===== src/rtl/rv_decode_pkg.sv =====
// rtl/rv_decode_pkg.sv - shared decode types: opcodes, arbiter states, legality check
package rv_decode_pkg;

    typedef enum logic [6:0] {
        LOAD   = 7'b0000011,
        ALU_I  = 7'b0010011,
        ALU_R  = 7'b0110011,
        STORE  = 7'b0100011,
        LUI    = 7'b0110111,
        AUIPC  = 7'b0010111,
        BRANCH = 7'b1100011,
        JAL    = 7'b1101111,
        JALR   = 7'b1100111
    } opcode_e;

    typedef enum logic [1:0] {
        RUN      = 2'd0,
        HALTING  = 2'd1,
        HALTED   = 2'd2,
        DBG_EXEC = 2'd3
    } arb_state_e;

    // Only opcodes the immediate generator and control decoder understand.
    function automatic logic opcode_legal(input logic [31:0] instr);
        case (instr[6:0])
            LOAD, ALU_I, ALU_R, STORE, LUI, AUIPC, BRANCH, JAL, JALR: return 1'b1;
            default: return 1'b0;
        endcase
    endfunction

endpackage


===== src/rtl/inflight_counter.sv =====
// rtl/inflight_counter.sv - saturating up/down count of instructions issued but not retired
module inflight_counter #(
    parameter int MAX_INFLIGHT = 4,
    parameter int CNT_W        = $clog2(MAX_INFLIGHT + 1)
) (
    input  logic             clk,
    input  logic             rst,
    input  logic             inc,
    input  logic             dec,
    output logic [CNT_W-1:0] count,
    output logic             zero,
    output logic             full
);

    assign zero = (count == '0);
    assign full = (count == CNT_W'(MAX_INFLIGHT));

    // Simultaneous inc and dec cancel; saturate at both ends.
    always_ff @(posedge clk) begin
        if (rst) begin
            count <= '0;
        end else if (inc && !dec && !full) begin
            count <= count + CNT_W'(1);
        end else if (dec && !inc && !zero) begin
            count <= count - CNT_W'(1);
        end
    end

endmodule


===== src/rtl/dbg_issue_arbiter.sv =====
// rtl/dbg_issue_arbiter.sv - decode issue slot shared between fetch and debugger injection
module dbg_issue_arbiter
    import rv_decode_pkg::*;
#(
    parameter int MAX_INFLIGHT = 4,
    parameter int CNT_W        = $clog2(MAX_INFLIGHT + 1)
) (
    input  logic             clk,
    input  logic             rst,
    input  logic             fetch_valid,
    input  logic [31:0]      fetch_instr,
    output logic             fetch_ready,
    input  logic             dbg_halt_req,
    input  logic             dbg_resume_req,
    output logic             dbg_halted,
    input  logic             dbg_instr_valid,
    input  logic [31:0]      dbg_instr,
    output logic             dbg_instr_ready,
    output logic             dbg_instr_done,
    output logic             dbg_instr_err,
    output logic             issue_valid,
    output logic [31:0]      issue_instr,
    output logic             issue_from_dbg,
    input  logic             issue_ready,
    input  logic             retire,
    output logic [CNT_W-1:0] inflight
);

    arb_state_e state, state_next;
    logic       slot_free;
    logic       cnt_zero, cnt_full;
    logic       fetch_load, dbg_load;
    logic       done_next, err_next;
    logic [CNT_W:0] occupancy;

    inflight_counter #(
        .MAX_INFLIGHT(MAX_INFLIGHT),
        .CNT_W       (CNT_W)
    ) u_inflight (
        .clk  (clk),
        .rst  (rst),
        .inc  (issue_valid && issue_ready),
        .dec  (retire),
        .count(inflight),
        .zero (cnt_zero),
        .full (cnt_full)
    );

    assign slot_free  = !issue_valid || issue_ready;
    // The word already sitting in the slot will become in-flight too, so it counts.
    assign occupancy  = {1'b0, inflight} + (CNT_W+1)'(issue_valid);
    assign fetch_load = fetch_valid && fetch_ready;
    assign dbg_load   = dbg_instr_valid && dbg_instr_ready && opcode_legal(dbg_instr);
    assign dbg_halted = (state == HALTED) || (state == DBG_EXEC);

    always_comb begin
        state_next      = state;
        fetch_ready     = 1'b0;
        dbg_instr_ready = 1'b0;
        done_next       = 1'b0;
        err_next        = 1'b0;
        case (state)
            RUN: begin
                fetch_ready = slot_free && !dbg_halt_req && !cnt_full
                              && (occupancy < (CNT_W+1)'(MAX_INFLIGHT));
                if (dbg_halt_req) state_next = HALTING;
            end
            HALTING: begin
                if (!issue_valid && cnt_zero) state_next = HALTED;
            end
            HALTED: begin
                dbg_instr_ready = !issue_valid;
                if (dbg_instr_valid && !issue_valid) begin
                    if (opcode_legal(dbg_instr)) state_next = DBG_EXEC;
                    else                         err_next   = 1'b1;
                end else if (dbg_resume_req && !dbg_instr_valid) begin
                    state_next = RUN;
                end
            end
            DBG_EXEC: begin
                // The last in-flight instruction is the injected one.
                if (!issue_valid && retire && inflight == CNT_W'(1)) begin
                    done_next  = 1'b1;
                    state_next = HALTED;
                end
            end
            default: state_next = RUN;
        endcase
    end

    always_ff @(posedge clk) begin
        if (rst) begin
            state          <= RUN;
            issue_valid    <= 1'b0;
            issue_instr    <= '0;
            issue_from_dbg <= 1'b0;
            dbg_instr_done <= 1'b0;
            dbg_instr_err  <= 1'b0;
        end else begin
            state          <= state_next;
            dbg_instr_done <= done_next;
            dbg_instr_err  <= err_next;
            if (fetch_load) begin
                issue_valid    <= 1'b1;
                issue_instr    <= fetch_instr;
                issue_from_dbg <= 1'b0;
            end else if (dbg_load) begin
                issue_valid    <= 1'b1;
                issue_instr    <= dbg_instr;
                issue_from_dbg <= 1'b1;
            end else if (issue_ready) begin
                issue_valid    <= 1'b0;
                issue_from_dbg <= 1'b0;
            end
        end
    end

endmodule


===== config.mk =====
export PLATFORM = sky130hd
export DESIGN_NAME = dbg_issue_arbiter
export DESIGN_NICKNAME = d
export VERILOG_FILES = /design/src/rtl/rv_decode_pkg.sv /design/src/rtl/inflight_counter.sv /design/src/rtl/dbg_issue_arbiter.sv
export SDC_FILE = /design/constraint.sdc
export NUM_CORES = 1
export LEC_CHECK = 0
export ABC_AREA = 1
export BUFFER_PORTS_ARGS = -buffer_cell sky130_fd_sc_hd__buf_2
export CAP_MARGIN = 30
export CORE_ASPECT_RATIO = 0.75
export CORE_UTILIZATION = 51
export CTS_BUF_LIST = sky130_fd_sc_hd__clkbuf_8 sky130_fd_sc_hd__clkbuf_16
export DETAILED_ROUTE_END_ITERATION = 8
export HOLD_SLACK_MARGIN = 0.15
export PLACE_DENSITY = 0.84
export SYNTH_ARGS = -nofsm -noshare
export SYNTH_HDL_FRONTEND = slang
export SYNTH_SLANG_ARGS = --single-unit
export TNS_END_PERCENT = 30

===== constraint.sdc =====
create_clock -name clk -period 2.1 [get_ports clk]
set_clock_uncertainty 0.05 [all_clocks]
set_input_delay 0 -clock clk [delete_from_list [all_inputs] [get_ports clk]]
set_output_delay 0 -clock clk [all_outputs]
set_load 0.005 [all_outputs]

Yosys cells after proc, flatten, opt, wreduce, memory -nomap -nowiden
Cells that the tools add are included.
- multiplexer cells: 21
- divide/modulo/power cells: 0
- bitwise gates (word level): 3
- add/subtract/negate cells: 3
- $lt $le $gt $ge: 1
- shift-type cells: 0
- reductions and logical operators: 36
- equality and inequality tests: 19
- multiply operators: 0
- operators by type and width (cell ; count):
    $mux 32 ; 2
    $eq 7x6->1 const B ; 3
    $eq 7x7->1 const B ; 3
    $logic_and 1x1->1 ; 16
    $eq 7x5->1 const B ; 2
    $mux 2 ; 6
    $mux 1 ; 10
    $reduce_or 9->1 ; 1
    $pmux 2 s4 ; 1
    $eq 7x2->1 const B ; 1
    $logic_not 1->1 ; 7
    $mux 3 ; 2
    $reduce_bool 2->1 ; 3
    $reduce_and 5->1 ; 1
    $add 3x1->4 ; 1
    $eq 2x2->1 const B ; 2
    $lt 4x3->1 const B ; 1
    $ne 2x2->1 const B ; 2
    $reduce_or 2->1 ; 2
    $add 3x1->3 const B ; 1
    $eq 3x1->1 const B ; 1
    $eq 3x3->1 const B ; 1
    $logic_not 3->1 ; 1
    $ne 3x1->1 const B ; 1
    9 further kinds ; 12
- flip-flop bits (word level): 41
- output and inout bits: 42
- memories: 0
- memory bits (read-only): 0
- memory bits (writable): 0
- logic and storage cells: 90
- bits of input ports: 72
- latch bits: 0

Longest topological paths before layout
- word-level depth: 8
- gate-level depth with buffers: 11

Cells and area by module
Synthesis repeated with hierarchy kept, for this count alone.
- cell total of the unflattened synthesis: 429
- area, all modules: 2523.7 um2
- modules (own cells, without submodules) (module ; area an instance (um2) ; instances ; cells each):
    dbg_issue_arbiter ; 2326.0 ; 1 ; 397
    inflight_counter ; 197.7 ; 1 ; 32

Worst setup path before layout
Ideal clock, no wire load.
- path type: reg-to-reg
- start: register u_inflight.count[0]
- end: register u_inflight.count[2]
- library setup time: 113 ps
- slack: 619 ps
- stages on the path, launching flop included: 10
- data arrival time: 1318 ps
- data required time: 1937 ps
- period minus slack after synthesis: 1481 ps
- cell sequence: dfxtp_1 > inv_1 > ha_1 > nand2_1 > nand2_1 > or2_2 > nand2_1 > nand2_1 > nand2_1 > nor2_1
- cells in the longest elaborated chain, start to end: 4
- ends and longest elaborated chain (element ; RTL line ; source):
    start, declared ; inflight_counter.sv:10 ; output logic [CNT_W-1:0] count,
    start signal, assigned ; inflight_counter.sv:23 ; count <= count + CNT_W'(1);
    start signal, assigned ; inflight_counter.sv:25 ; count <= count - CNT_W'(1);
    parallel branches: the longest is 4 deep, another holds $sub 3x1->3 ; -- ;
Parallel ways; which one is timed is not known. The select of a mux whose other input is x is not followed.
A chain may end at the register's enable or synchronous reset.

Worst setup path in the final report
- start: register state[0]
- end: register issue_instr[21]
- cells in the longest elaborated chain, start to end: 5
- ends and longest elaborated chain (element ; RTL line ; source):
    start, declared ; dbg_issue_arbiter.sv:29 ; arb_state_e state, state_next;
    start signal, assigned ; dbg_issue_arbiter.sv:100 ; state <= state_next;
    $eq 2x2->1 ; dbg_issue_arbiter.sv:62 ; case (state)
    $mux 1 ; dbg_issue_arbiter.sv:62 ;
    $logic_and 1x1->1 (2 in a row) ; dbg_issue_arbiter.sv:53 ; assign dbg_load = dbg_instr_valid && dbg_instr_ready && opcode_legal(dbg_instr);
    $reduce_bool 2->1 (no source line) ; -- ;
    end signal, assigned ; dbg_issue_arbiter.sv:105 ; issue_instr <= fetch_instr;
    end signal, assigned ; dbg_issue_arbiter.sv:109 ; issue_instr <= dbg_instr;
    end, declared ; dbg_issue_arbiter.sv:22 ; output logic [31:0] issue_instr,
Several ways; a longest one is shown, not always the timed one.

==> impl_metrics.toml <==
[status]
status = "finished clean"

[sta]
finalHoldViolCount = 0
finalMaxSlewViolations = 0
layout_min_cycle_time_ns = 1.82
slew_headroom = 0.563
whs_ns = 0.161
worst_pin_slew_ns = 0.655
tns_ns = 0
fmax_mhz = 549
post-route-period-util = 0.867
rsz0062_at_grt = "false"
setup_viol = 0

[floorplanning]
rows = 21
core_mm2 = 0.00462
die_area_mm2 = 0.00530
die_h_um = 63.3
pin_count = 114
initial_core_util = 0.552
die_w_um = 83.7

[final_layout]
diodes = 0
synthToLayoutAreaGrowth_pct = 49.5
fin_util = 0.825
drive_gt1_frac = 0.248
final_nets = 655

[yosys]
syn_area_mm2 = 0.00255
yosysUniqueCellTypes = 24
synth_warnings = 0
synth_top_area_frac = 0.321
netlist_instances = 414
yosysTopAreaCell = "dfxtp_1"
ys_seq_elements = 41
avgSynthCellArea_um2 = 6.17
ys_seq_area_frac = 0.321
ys_top_cells_by_area = "dfxtp_1, nand2_1, nor2_1"
syn-num-nets = 490

[detailed_routing]
wl_per_cell_um = 13.0
avgViaCountPerCell = 5.07
ant_nets = 0
drt_iter0_drc = 209
drt_wl_total_um = 8290
dr.pass1.iters = 5
vias = 3228
drc_errors = 0

[worst_setup_path]
worstPathArrival_ns = 1.95
crit_path_end_kind = "flip-flop"
criticalPathCategory = "flip-flop to flip-flop"
cpMaxStageDelayCell = "dfxtp_1"
crit_family = "simple AND/OR/NAND/NOR gates"
required_ns = 2.23
cp_max_fo = 65
start_kind = "flip-flop"
max_stage_delay_ns = 0.37
crit_chain = "inv_2 > nand3_2 > nor2_4 > nand3_2 > buf_12 > nand2_1 > nand2_1 > nor2_1 > nor2_1"
worst-path-buf-inv = 2

[job]
maxCapViolations = 0

[pwr]
power_density_mw_per_mm2 = 939
power_leakage_nw = 2.15
ir_drop_uv = 660

[clocking]
clk_latency_ns = 0.29
numCtsBuffers = 5
ctsResizeCount = 0
cts_tree = "done"
htreeDepth = 2
cts_max_path_buffers = 2
path_clk_slew_ns = 0.08
clockRootBuffer = "clkbuf_8"
cts.sinks = 41

[global_route]
grt_overflow = 0
grt_first_pass_wirelength_um = 14000
grt_pass1_vias = 3159
use_met2 = 0.575
use_met3 = 0.0799
antenna_found_initial = 0
grt_usage = 0.325
grt_util_met1 = 0.386
grt_max_degree = 66
busiest_layer = "met2"

[place]
hpwl_um = 4670
port_buffers = 113
place_congestion = 0.872

[worst_hold_path]
hold_class = "input port to flip-flop"
## cell usage after synthesis
master and count:
nand2_1 121, nor2_1 76, inv_1 47, dfxtp_1 41, nand3_1 35, nand4_1 30, clkbuf_1 13, buf_6 12
a21oi_1 7, inv_2 5, ha_1 4, nor2_2 4, o21ai_0 4, nand3_2 2, nand3b_1 2, nor2_4 2
or2_2 2, buf_1 1, buf_2 1, nand2_2 1, nand3_4 1, nor3_1 1, nor4_1 1, o21bai_1 1
## power by group
| part | switching [mW] | internal, mW |
|---|---|---|
| Combinational | 1.12 | 0.756 |
| Clock | 0.273 | 0.297 |
| Sequential | 0.154 | 0.983 |
## worst paths after layout
check / slack (ns) / cells past startpoint / endpoint / start
setup / recovery: 0.28 / 9 / issue_instr[21]$_SDFFE_PP0P_ / state[0]$_SDFFE_PP0P_
hold / removal: 0.16 / 5 / dbg_instr_err$_SDFF_PP0_ / dbg_instr_valid
setup reg to reg: 0.28 / 9 / issue_instr[21]$_SDFFE_PP0P_ / state[0]$_SDFFE_PP0P_
hold reg to reg: 0.44 / 2 / issue_from_dbg$_SDFFE_PP0P_ / issue_from_dbg$_SDFFE_PP0P_
## sequential cells by signal (all words and copies together), names as in the netlist
| name | flops |
|---|---|
| issue_instr | 32 |
| u_inflight.count | 3 |
| state | 2 |
| dbg_instr_done | 1 |
| dbg_instr_err | 1 |
| issue_from_dbg | 1 |
| issue_valid | 1 |
## final cells by class
cell class | instances | area (µm²)
clock buffers | 7 | 96.3
fillers | 315 | 807
well taps | 57 | 71.3
flip-flops and latches | 41 | 821
repair buffers | 185 | 1280
multi-input cells | 294 | 1350
clock inverters | 1 | 5.00
inverters | 52 | 195
## tightest hold or removal path: stages
cell,delay [ns]
buf_2,0.11
nand2_1,0.12
nor2_4,0.07
nand2_1,0.12
nor2_1,0.05
## routing by layer
metal | share of wire | wire length, µm | up-vias
li1 | - | - | 1615
met1 | 0.41 | 3420 | 1434
met2 | 0.49 | 4020 | 156
met3 | 0.082 | 679 | 23
met4 | 0.020 | 170 | 0
met5 | 0 | 0 | -
## cell usage in the layout (no fill, tap or decap), drive strengths merged
master       Yosys  final
nand3b           2      2
o21ai            4      4
clkbuf          13      7
inv             52     52
nor4             1      1
ha               4      4
nand2          122    122
nor3             1      1
dfxtp           41     41
or2              2      2
clkinv           0      1
a21oi            7      7
dlygate4sd3      0     66
o21bai           1      1
nand4           30     30
nor2            82     82
buf             14    119
nand3           38     38
## logic make-up (layout without fill, tap and decap cells)
| logic type | count (synthesis) | after routing | share of synthesized area |
|---|---|---|---|
| AO/OA/AOI/OAI | 12 | 12 | 0.0245 |
| adder cells (fa/ha/maj) | 4 | 4 | 0.0196 |
| buffers and inverters | 79 | 245 | 0.152 |
| flip-flops | 41 | 41 | 0.321 |
| AND/OR/NAND/NOR | 278 | 278 | 0.483 |
## through the flow
step                      setup slack (ns)  std cells  power (mW)  instance area, µm²
after floorplan                      0.619        414        2.42                2550
after global placement               0.423        563        2.81                3060
after detailed placement             0.358        563        2.88                3060
after CTS                            0.338        637        3.54                3820
after global routing                0.0724        637        3.90                3820
final                                0.279        637        3.58                3820
## what timing repair did
item,4_1_cts,5_1_grt
buffers inserted,0,0
endpoints found under the hold margin,37,0
hold buffers,66,0
setup endpoints to repair,0,0
Power figures use the tool's default switching activity.
